### config.mk
export PLATFORM = sky130hd
export DESIGN_NAME = dlsc_vga_ctrl
export DESIGN_NICKNAME = d
export VERILOG_FILES = /design/src/rtl/dlsc_vga_ctrl.sv
export SDC_FILE = /design/constraint.sdc
export NUM_CORES = 1
export LEC_CHECK = 0
export ABC_AREA = 1
export BUFFER_PORTS_ARGS = -buffer_cell sky130_fd_sc_hd__buf_2
export CAP_MARGIN = 20
export CORE_ASPECT_RATIO = 1.25
export CORE_MARGIN = 4
export CORE_UTILIZATION = 60
export CTS_CLUSTER_SIZE = 30
export DETAILED_ROUTE_END_ITERATION = 8
export PLACE_DENSITY = 0.93
export REMOVE_ABC_BUFFERS = 1
export SKIP_LAST_GASP = 1
export SLEW_MARGIN = 20
export SYNTH_ARGS = -nofsm -noshare
export SYNTH_HDL_FRONTEND = slang
export SYNTH_SLANG_ARGS = --single-unit
### constraint.sdc
create_clock -name clk -period 2.5 [get_ports clk]
set_input_delay 0.5 -clock clk [delete_from_list [all_inputs] [get_ports clk]]
set_output_delay 0.5 -clock clk [all_outputs]
set_load 0.01 [all_outputs]
### src/rtl/dlsc_vga_ctrl.sv
// rtl/dlsc_vga_ctrl.sv - run-time controller for dlsc_vga_output
// Shadow/active modeline registers, output reset sequencing, DMA frame start with double buffering, statistics.
module dlsc_vga_ctrl #(
  parameter int XBITS      = 12,
  parameter int YBITS      = 12,
  parameter int ADDR       = 32,
  parameter int RST_CYCLES = 4
) (
  input  logic             clk,
  input  logic             rst_n,
  input  logic             cfg_write,
  input  logic [3:0]       cfg_addr,
  input  logic [31:0]      cfg_wdata,
  output logic             vga_rst,
  output logic [XBITS-1:0] hdisp,
  output logic [XBITS-1:0] hsyncstart,
  output logic [XBITS-1:0] hsyncend,
  output logic [XBITS-1:0] htotal,
  output logic [YBITS-1:0] vdisp,
  output logic [YBITS-1:0] vsyncstart,
  output logic [YBITS-1:0] vsyncend,
  output logic [YBITS-1:0] vtotal,
  output logic [1:0]       pos_r,
  output logic [1:0]       pos_g,
  output logic [1:0]       pos_b,
  output logic [1:0]       pos_a,
  input  logic             frame_start,
  input  logic             frame_done,
  input  logic             underrun,
  output logic             dma_start,
  output logic [ADDR-1:0]  dma_addr,
  output logic             running,
  output logic             cfg_pending,
  output logic             flip_done,
  output logic [15:0]      frame_count,
  output logic [7:0]       underrun_count
);

  localparam logic [1:0] ST_IDLE  = 2'd0;
  localparam logic [1:0] ST_START = 2'd1;
  localparam logic [1:0] ST_RUN   = 2'd2;
  localparam logic [1:0] ST_STOP  = 2'd3;

  localparam int CW = (RST_CYCLES > 2) ? $clog2(RST_CYCLES) : 1;
  localparam logic [CW-1:0] CNT_LAST = CW'(RST_CYCLES - 1);

  logic [1:0]                state_q, state_d;
  logic [CW-1:0]             cnt_q, cnt_d;
  logic [3:0][XBITS-1:0]     hsh_q, hact_q;
  logic [3:0][YBITS-1:0]     vsh_q, vact_q;
  logic [7:0]                possh_q, posact_q;
  logic                      enable_q, enable_d;
  logic [ADDR-1:0]           addr_a_q, addr_b_q;
  logic                      front_q, front_d;
  logic                      flip_pend_q, flip_pend_d;
  logic                      flip_done_q, flip_done_d;
  logic                      dma_start_q, dma_start_d;
  logic                      pending_q, pending_d;
  logic                      sticky_q, sticky_d;
  logic [15:0]               fc_q, fc_d;
  logic [7:0]                uc_q, uc_d;
  logic                      commit;

  logic wr_h, wr_v, wr_pos, wr_en, wr_a, wr_b, wr_flip, wr_shadow;
  logic active_frame, frame_end, flip_req;

  // frame_start is informational only; the controller paces itself on frame_done.
  logic unused_frame_start;
  assign unused_frame_start = frame_start;

  assign wr_h      = cfg_write && (cfg_addr[3:2] == 2'b00);
  assign wr_v      = cfg_write && (cfg_addr[3:2] == 2'b01);
  assign wr_pos    = cfg_write && (cfg_addr == 4'd8);
  assign wr_en     = cfg_write && (cfg_addr == 4'd9);
  assign wr_a      = cfg_write && (cfg_addr == 4'd10);
  assign wr_b      = cfg_write && (cfg_addr == 4'd11);
  assign wr_flip   = cfg_write && (cfg_addr == 4'd12);
  assign wr_shadow = wr_h || wr_v || wr_pos;

  assign active_frame = (state_q == ST_RUN) || (state_q == ST_STOP);
  assign frame_end    = frame_done && active_frame;
  assign flip_req     = flip_pend_q || wr_flip;

  always_comb begin
    state_d     = state_q;
    cnt_d       = cnt_q;
    enable_d    = wr_en ? cfg_wdata[0] : enable_q;
    front_d     = front_q;
    flip_pend_d = flip_req;
    flip_done_d = 1'b0;
    dma_start_d = 1'b0;
    sticky_d    = sticky_q;
    fc_d        = fc_q;
    uc_d        = uc_q;
    commit      = 1'b0;

    // An underrun coincident with frame_done belongs to the frame that is ending.
    if (frame_end) begin
      fc_d     = fc_q + 16'd1;
      sticky_d = 1'b0;
      if ((sticky_q || underrun) && (uc_q != 8'hFF)) begin
        uc_d = uc_q + 8'd1;
      end
    end else if (active_frame && underrun) begin
      sticky_d = 1'b1;
    end

    if ((frame_end || (state_q == ST_IDLE)) && flip_req) begin
      front_d     = ~front_q;
      flip_done_d = 1'b1;
      flip_pend_d = 1'b0;
    end

    case (state_q)
      ST_IDLE: begin
        commit = 1'b1;
        if (enable_q) begin
          state_d     = ST_START;
          cnt_d       = '0;
          dma_start_d = 1'b1;
        end
      end
      ST_START: begin
        if (cnt_q == CNT_LAST) begin
          state_d = ST_RUN;
        end else begin
          cnt_d = cnt_q + 1'b1;
        end
      end
      ST_RUN: begin
        if (frame_done) begin
          if (!enable_d) begin
            state_d = ST_IDLE;
          end else begin
            dma_start_d = 1'b1;
            if (pending_q) begin
              state_d = ST_STOP;
            end
          end
        end else if (!enable_q || pending_q) begin
          state_d = ST_STOP;
        end
      end
      default: begin
        if (frame_done) begin
          commit = 1'b1;
          if (enable_d) begin
            state_d     = ST_START;
            cnt_d       = '0;
            dma_start_d = 1'b1;
          end else begin
            state_d = ST_IDLE;
          end
        end
      end
    endcase

    // A write landing on a commit cycle stays pending for the next commit.
    if (wr_shadow) begin
      pending_d = 1'b1;
    end else if (commit) begin
      pending_d = 1'b0;
    end else begin
      pending_d = pending_q;
    end
  end

  always_ff @(posedge clk or negedge rst_n) begin
    if (!rst_n) begin
      state_q     <= ST_IDLE;
      cnt_q       <= '0;
      hsh_q       <= '0;
      hact_q      <= '0;
      vsh_q       <= '0;
      vact_q      <= '0;
      possh_q     <= '0;
      posact_q    <= '0;
      enable_q    <= 1'b0;
      addr_a_q    <= '0;
      addr_b_q    <= '0;
      front_q     <= 1'b0;
      flip_pend_q <= 1'b0;
      flip_done_q <= 1'b0;
      dma_start_q <= 1'b0;
      pending_q   <= 1'b0;
      sticky_q    <= 1'b0;
      fc_q        <= '0;
      uc_q        <= '0;
    end else begin
      state_q     <= state_d;
      cnt_q       <= cnt_d;
      enable_q    <= enable_d;
      front_q     <= front_d;
      flip_pend_q <= flip_pend_d;
      flip_done_q <= flip_done_d;
      dma_start_q <= dma_start_d;
      pending_q   <= pending_d;
      sticky_q    <= sticky_d;
      fc_q        <= fc_d;
      uc_q        <= uc_d;
      if (commit) begin
        hact_q   <= hsh_q;
        vact_q   <= vsh_q;
        posact_q <= possh_q;
      end
      if (wr_h) begin
        hsh_q[cfg_addr[1:0]] <= cfg_wdata[XBITS-1:0];
      end
      if (wr_v) begin
        vsh_q[cfg_addr[1:0]] <= cfg_wdata[YBITS-1:0];
      end
      if (wr_pos) begin
        possh_q <= cfg_wdata[7:0];
      end
      if (wr_a) begin
        addr_a_q <= cfg_wdata[ADDR-1:0];
      end
      if (wr_b) begin
        addr_b_q <= cfg_wdata[ADDR-1:0];
      end
    end
  end

  assign vga_rst        = (state_q == ST_IDLE) || (state_q == ST_START);
  assign running        = (state_q == ST_RUN);
  assign cfg_pending    = pending_q;
  assign flip_done      = flip_done_q;
  assign dma_start      = dma_start_q;
  assign dma_addr       = front_q ? addr_b_q : addr_a_q;
  assign frame_count    = fc_q;
  assign underrun_count = uc_q;

  assign hdisp      = hact_q[0];
  assign hsyncstart = hact_q[1];
  assign hsyncend   = hact_q[2];
  assign htotal     = hact_q[3];
  assign vdisp      = vact_q[0];
  assign vsyncstart = vact_q[1];
  assign vsyncend   = vact_q[2];
  assign vtotal     = vact_q[3];
  assign pos_r      = posact_q[1:0];
  assign pos_g      = posact_q[3:2];
  assign pos_b      = posact_q[5:4];
  assign pos_a      = posact_q[7:6];

endmodule

Word level (Yosys, flattened, before mapping)
Cells that the tools add are included.

storage, ports and cells
  memory bits (read-only) = 0
  output and inout port bits = 165
  latch bits = 0
  RAM bits = 0
  memories = 0
  register bits after elaboration = 307

operators by class
  eq/ne operators = 16
  multiply operators = 0
  shift-type cells = 0
  add/sub/neg operators = 3
  order comparisons = 2
  multiplexer cells = 32
  bitwise operators = 2
  reduce and logical (&&, ||, !) cells = 32
  div/mod/pow operators = 0

operators by type and width
  kind                     count
  $bwmux W48               2
  $mux W32                 1
  $demux W12 S2            1
  $mux W2                  11
  $eq A4 B4 Y1 const B     5
  $add A16 B1 Y16 const B  1
  $logic_and A1 B1 Y1      12
  $mux W1                  12
  $mux W12                 1
  $pmux W2 S3              2
  $reduce_and A5 Y1        2
  $add A8 B1 Y8 const B    1
  $logic_or A1 B1 Y1       8
  $ne A8 B8 Y1 const B     1
  $eq A2 B2 Y1 const B     3
  $ne A2 B2 Y1 const B     3
  $reduce_bool A3 Y1       2
  $eq A2 B1 Y1 const B     2
  $logic_not A2 Y1         2
  $ne A4 B3 Y1 const B     1
  $pmux W1 S2              2
  $reduce_bool A2 Y1       2
  $reduce_bool A4 Y1       1
  $lt A2 B3 Y1 const B     1
  7 further kinds          8

Logic depth before layout (Yosys ltp)
  depth in word-level cells = 6
  depth in mapped cells = 9

Worst setup path after synthesis
OpenSTA, ideal clock, no wires.

  path kind = flip-flop to flip-flop
  start = register state_q[1]
  end = register hact_q, in the netlist hdisp[10]
  library setup time = 125 ps
  slack = 980 ps
  path buffers = 2
  required time = 2,375 ps
  arrival time = 1,394 ps
  cell stages (with the launch flop) = 8
  path through = dfrtp_1 -> inv_2 -> nand2_2 -> inv_2 -> nor2_4 -> buf_12 -> buf_12 -> mux2_4

between the ends
  word-level cells in the longest chain between the ends = 3

ends and longest elaborated chain
  element                                       RTL line  RTL
  start: declaration                            47        logic [1:0] state_q, state_d;
  start signal: assignment                      190       state_q <= state_d;
  $eq A2 B2 Y1 or $eq A2 B1 Y1 (tied branches)  114       case (state_q)
  $reduce_or A2 Y1 (no source line)             n/a
  $pmux W1 S2 *                                 114
  end signal: assignment                        202       hact_q <= hsh_q;
  end: declaration                              49        logic [3:0][XBITS-1:0] hsh_q, hact_q;

Every way passes the cells marked *; elsewhere a longest branch is shown, timed or not.
A chain may end at the register's enable or synchronous reset.

Worst setup path after layout
  start = register front_q
  end = output port dma_addr[28]

between the ends
  word-level cells in the longest chain between the ends = 1

ends and longest elaborated chain
  element                   RTL line  RTL
  start: declaration        54        logic front_q, front_d;
  start signal: assignment  193       front_q <= front_d;
  $mux W32                  229       assign dma_addr = front_q ? addr_b_q : addr_a_q;
  end: declaration          31        output logic [ADDR-1:0] dma_addr,

Every way passes these cells.

==> flow_metrics.tcl <==
set metrics [dict create \
    ant_nets 0 \
    ctsResizeCount 0 \
    path_class "reg2out" \
    slew_headroom_pct 46.5 \
    start_util_pct 61.3 \
    worstHoldStart "cfg_wdata[25]" \
    hp-class "in2reg" \
    io_pins 207 \
    r2r_start "state_q[1]" \
    grt_pass1_vias 9119 \
    fin_setup_tns_ns 0 \
    end_kind "output pin" \
    ys_warn_count 0 \
    finalNonFillerCells 1637 \
    drc_errors 0 \
    synth_cells 1153 \
    cts_root_buffer "clkbuf_16" \
    grt_max_degree 70 \
    clk_path_buf_depth 3 \
    ys_seq_elements 307 \
    worst_ep_required_time_ns 2.00 \
    drtPass1Iterations 8 \
    rsz0062_at_grt "no" \
    setup_viol 0 \
    vias 8883 \
    fp-row-count 58 \
    numCtsBuffers 29 \
    max_slew.worst_pin.slew_ns 0.801 \
    synth_area_um2 12400 \
    fmax_mhz 454 \
    diodes 0 \
    slew_violations 0 \
    synthDominantCellAreaShare_pct 61.9 \
    worst_r2r_path_depth 7 \
    grt_first_pass_wirelength_mm 48.0 \
    fillers 1342 \
    die_w_um 137 \
    min_to "addr_b_q[25]" \
    fin_nets 1393 \
    max-vdd-ir-drop_uv 714 \
    status "complete, no violations" \
    globalplace.congestion 0.841 \
    r2r_slack_ns 0.64 \
    io_buffers 205 \
    drive_gt1_share_pct 27.6 \
    dieArea_um2 23100 \
    clk_pin_slew_worst_paths_ns 0.06 \
    ys_seq_area_share_pct 61.9 \
    postSynthAreaPerCell_um2 10.8 \
    h-tree-depth 1 \
    power.density_nw_per_um2 1210 \
    min_path_cells 3 \
    clkSinkCount 307 \
    finalClockSkew_ns 0.00625 \
    cp_max_fo 33 \
    critPathLaunchType "flop" \
    areaGrowthSynthToFinish_pct 17.7 \
    core_um2 20200 \
    detail_route.vias_per_cell 5.43 \
    period_needed_ns 2.20 \
    wl_per_cell_um 18.0 \
    gr-usage-all-layers_pct 26.1 \
    chipHeight_um 169 \
    synthTopCellsByArea "dfrtp_1, nand2_1, mux2_4" \
    clk_latency_ns 0.52 \
    global_route.overflow_total 0 \
    place_inst 1586 \
    hold_violations 0 \
    p_leak_nw 7.80 \
    maxCapViolations 0 \
    synth_top_area_cell "dfrtp_1" \
    r2r_end "frame_count[12]" \
    cp.arrival_ns 1.70 \
    synth.distinct_cells 27 \
    post-dp-hpwl_mm 19.4 \
    min_period_over_period_pct 88.0 \
    cts_tree "yes" \
    initialDrtViolationCount 628 \
    totalWireLength_mm 29.4 \
    antenna_found_initial 1 \
    post-cts-setup-buffers 0 \
]
power by group:
group | internal, mW | leakage, nW | switching, mW
Combinational | 2.82 | 3.40 | 2.98
Clock | 2.66 | 0.482 | 1.79
Sequential | 6.42 | 3.91 | 0.956
Total | 11.9 | 7.80 | 5.72
layout by cell type, fill, tap and decap left out, types with 2 or more instances in the layout:
cell type / count
a21oi_1: 4
buf_12: 5
buf_2: 204
buf_4: 9
bufinv_16: 3
clkbuf_1: 4
clkbuf_16: 29
clkbuf_8: 8
clkinv_2: 4
dfrtp_1: 307
ha_1: 3
inv_1: 63
inv_2: 2
mux2_2: 44
mux2_4: 60
nand2_1: 349
nand2_2: 3
nand3_1: 19
nand3b_1: 2
nand4_1: 5
nor2_1: 35
nor3_1: 3
o21ai_0: 174
xor2_1: 16
synth_stat cells (all sizes together):
| cell type | count |
|---|---|
| a21oi | 5 |
| buf | 11 |
| clkbuf | 45 |
| clkinv | 1 |
| dfrtp | 307 |
| ha | 3 |
| inv | 65 |
| mux2 | 104 |
| nand2 | 352 |
| nand3 | 19 |
| nand3b | 2 |
| nand4 | 5 |
| nor2 | 36 |
| nor3 | 3 |
| nor3b | 1 |
| o21ai | 174 |
| o21bai | 1 |
| o22ai | 1 |
| or2 | 1 |
| xnor2 | 1 |
| xor2 | 16 |
cells by family after synthesis:
logic type / after synthesis / share of synthesized area (%)
fa+ha+maj: 3 / 0.303
buf+inv: 122 / 4.73
xor+xnor: 17 / 1.20
compound gates: 181 / 7.42
simple gates: 419 / 13.2
mux: 104 / 11.3
flops: 307 / 61.9
area by class of cell:
| class | instances | area (um^2) | share of cell area [%] |
|---|---|---|---|
| Sequential cell | 307 | 7680 | 52.6 |
| Timing Repair Buffer | 220 | 1210 | 8.31 |
| Multi-Input combinational cell | 724 | 4150 | 28.4 |
| Clock buffer | 41 | 851 | 5.83 |
| Clock inverter | 9 | 126 | 0.865 |
| Tap cell | 270 | 338 | 2.31 |
| Inverter | 66 | 248 | 1.70 |
flip-flops by register name, summed over array words and instances (netlist names), 8 cells and up:
signal	flops
possh_q	8
vsh_q	48
vtotal	12
addr_a_q	32
vsyncend	12
addr_b_q	32
hsyncend	12
frame_count	16
hsyncstart	12
hsh_q	48
htotal	12
posact_q	8
vsyncstart	12
underrun_count	8
hdisp	12
vdisp	12
worst max-delay path by stage:
stage / depth (start not counted) / from / end / slack (ns)
3_3_place_gp: 6 / cfg_addr[3] / hsh_q[15] / 0.56
3_5_place_dp: 5 / cfg_addr[0] / hsh_q[18] / 0.43
5_1_grt: 5 / front_q / dma_addr[23] / 0.20
2_1_floorplan: 5 / state_q[1] / hdisp[0] / -0.74
6_report: 5 / front_q / dma_addr[28] / 0.30
4_1_cts: 5 / front_q / dma_addr[23] / 0.28
stage by stage:
stage	hold WS (ns)	setup WS (ns)	power, mW	util [%]	cell area (um^2)
after floorplan	0.204	-0.740	11.0	-	12100
after global placement	0.461	0.558	12.9	67.3	13600
after detailed placement	0.469	0.425	13.2	67.3	13600
after CTS	0.230	0.276	17.7	72.1	14600
after global routing	0.250	0.202	18.6	72.1	14600
final	0.248	0.300	17.6	72.1	14600
metal layers:
| metal | share of wire, % | wire length [um] | vias up | global-route usage [%] |
|---|---|---|---|---|
| met1 | 39 | 11500 | 4405 | 33.3 |
| met5 | 0.041 | 12 | - | 0 |
| met4 | 3.8 | 1130 | 2 | 10.0 |
| met3 | 5.7 | 1690 | 72 | 4.52 |
| li1 | - | - | 4116 | - |
| met2 | 51 | 15100 | 288 | 44.6 |
worst max-delay path: stages, from the launching register on:
cell	delay (ns)
dfrtp_1	0.39
clkinv_1	0.05
buf_4	0.35
nand2_1	0.13
nand2_1	0.11
buf_2	0.14
timing repair:
item | in CTS | in global routing
setup endpoints to repair | 0 | 0
hold buffers | 1 | 0
endpoints found under the hold margin | 62 | 0
Power figures use the tool's default switching activity.
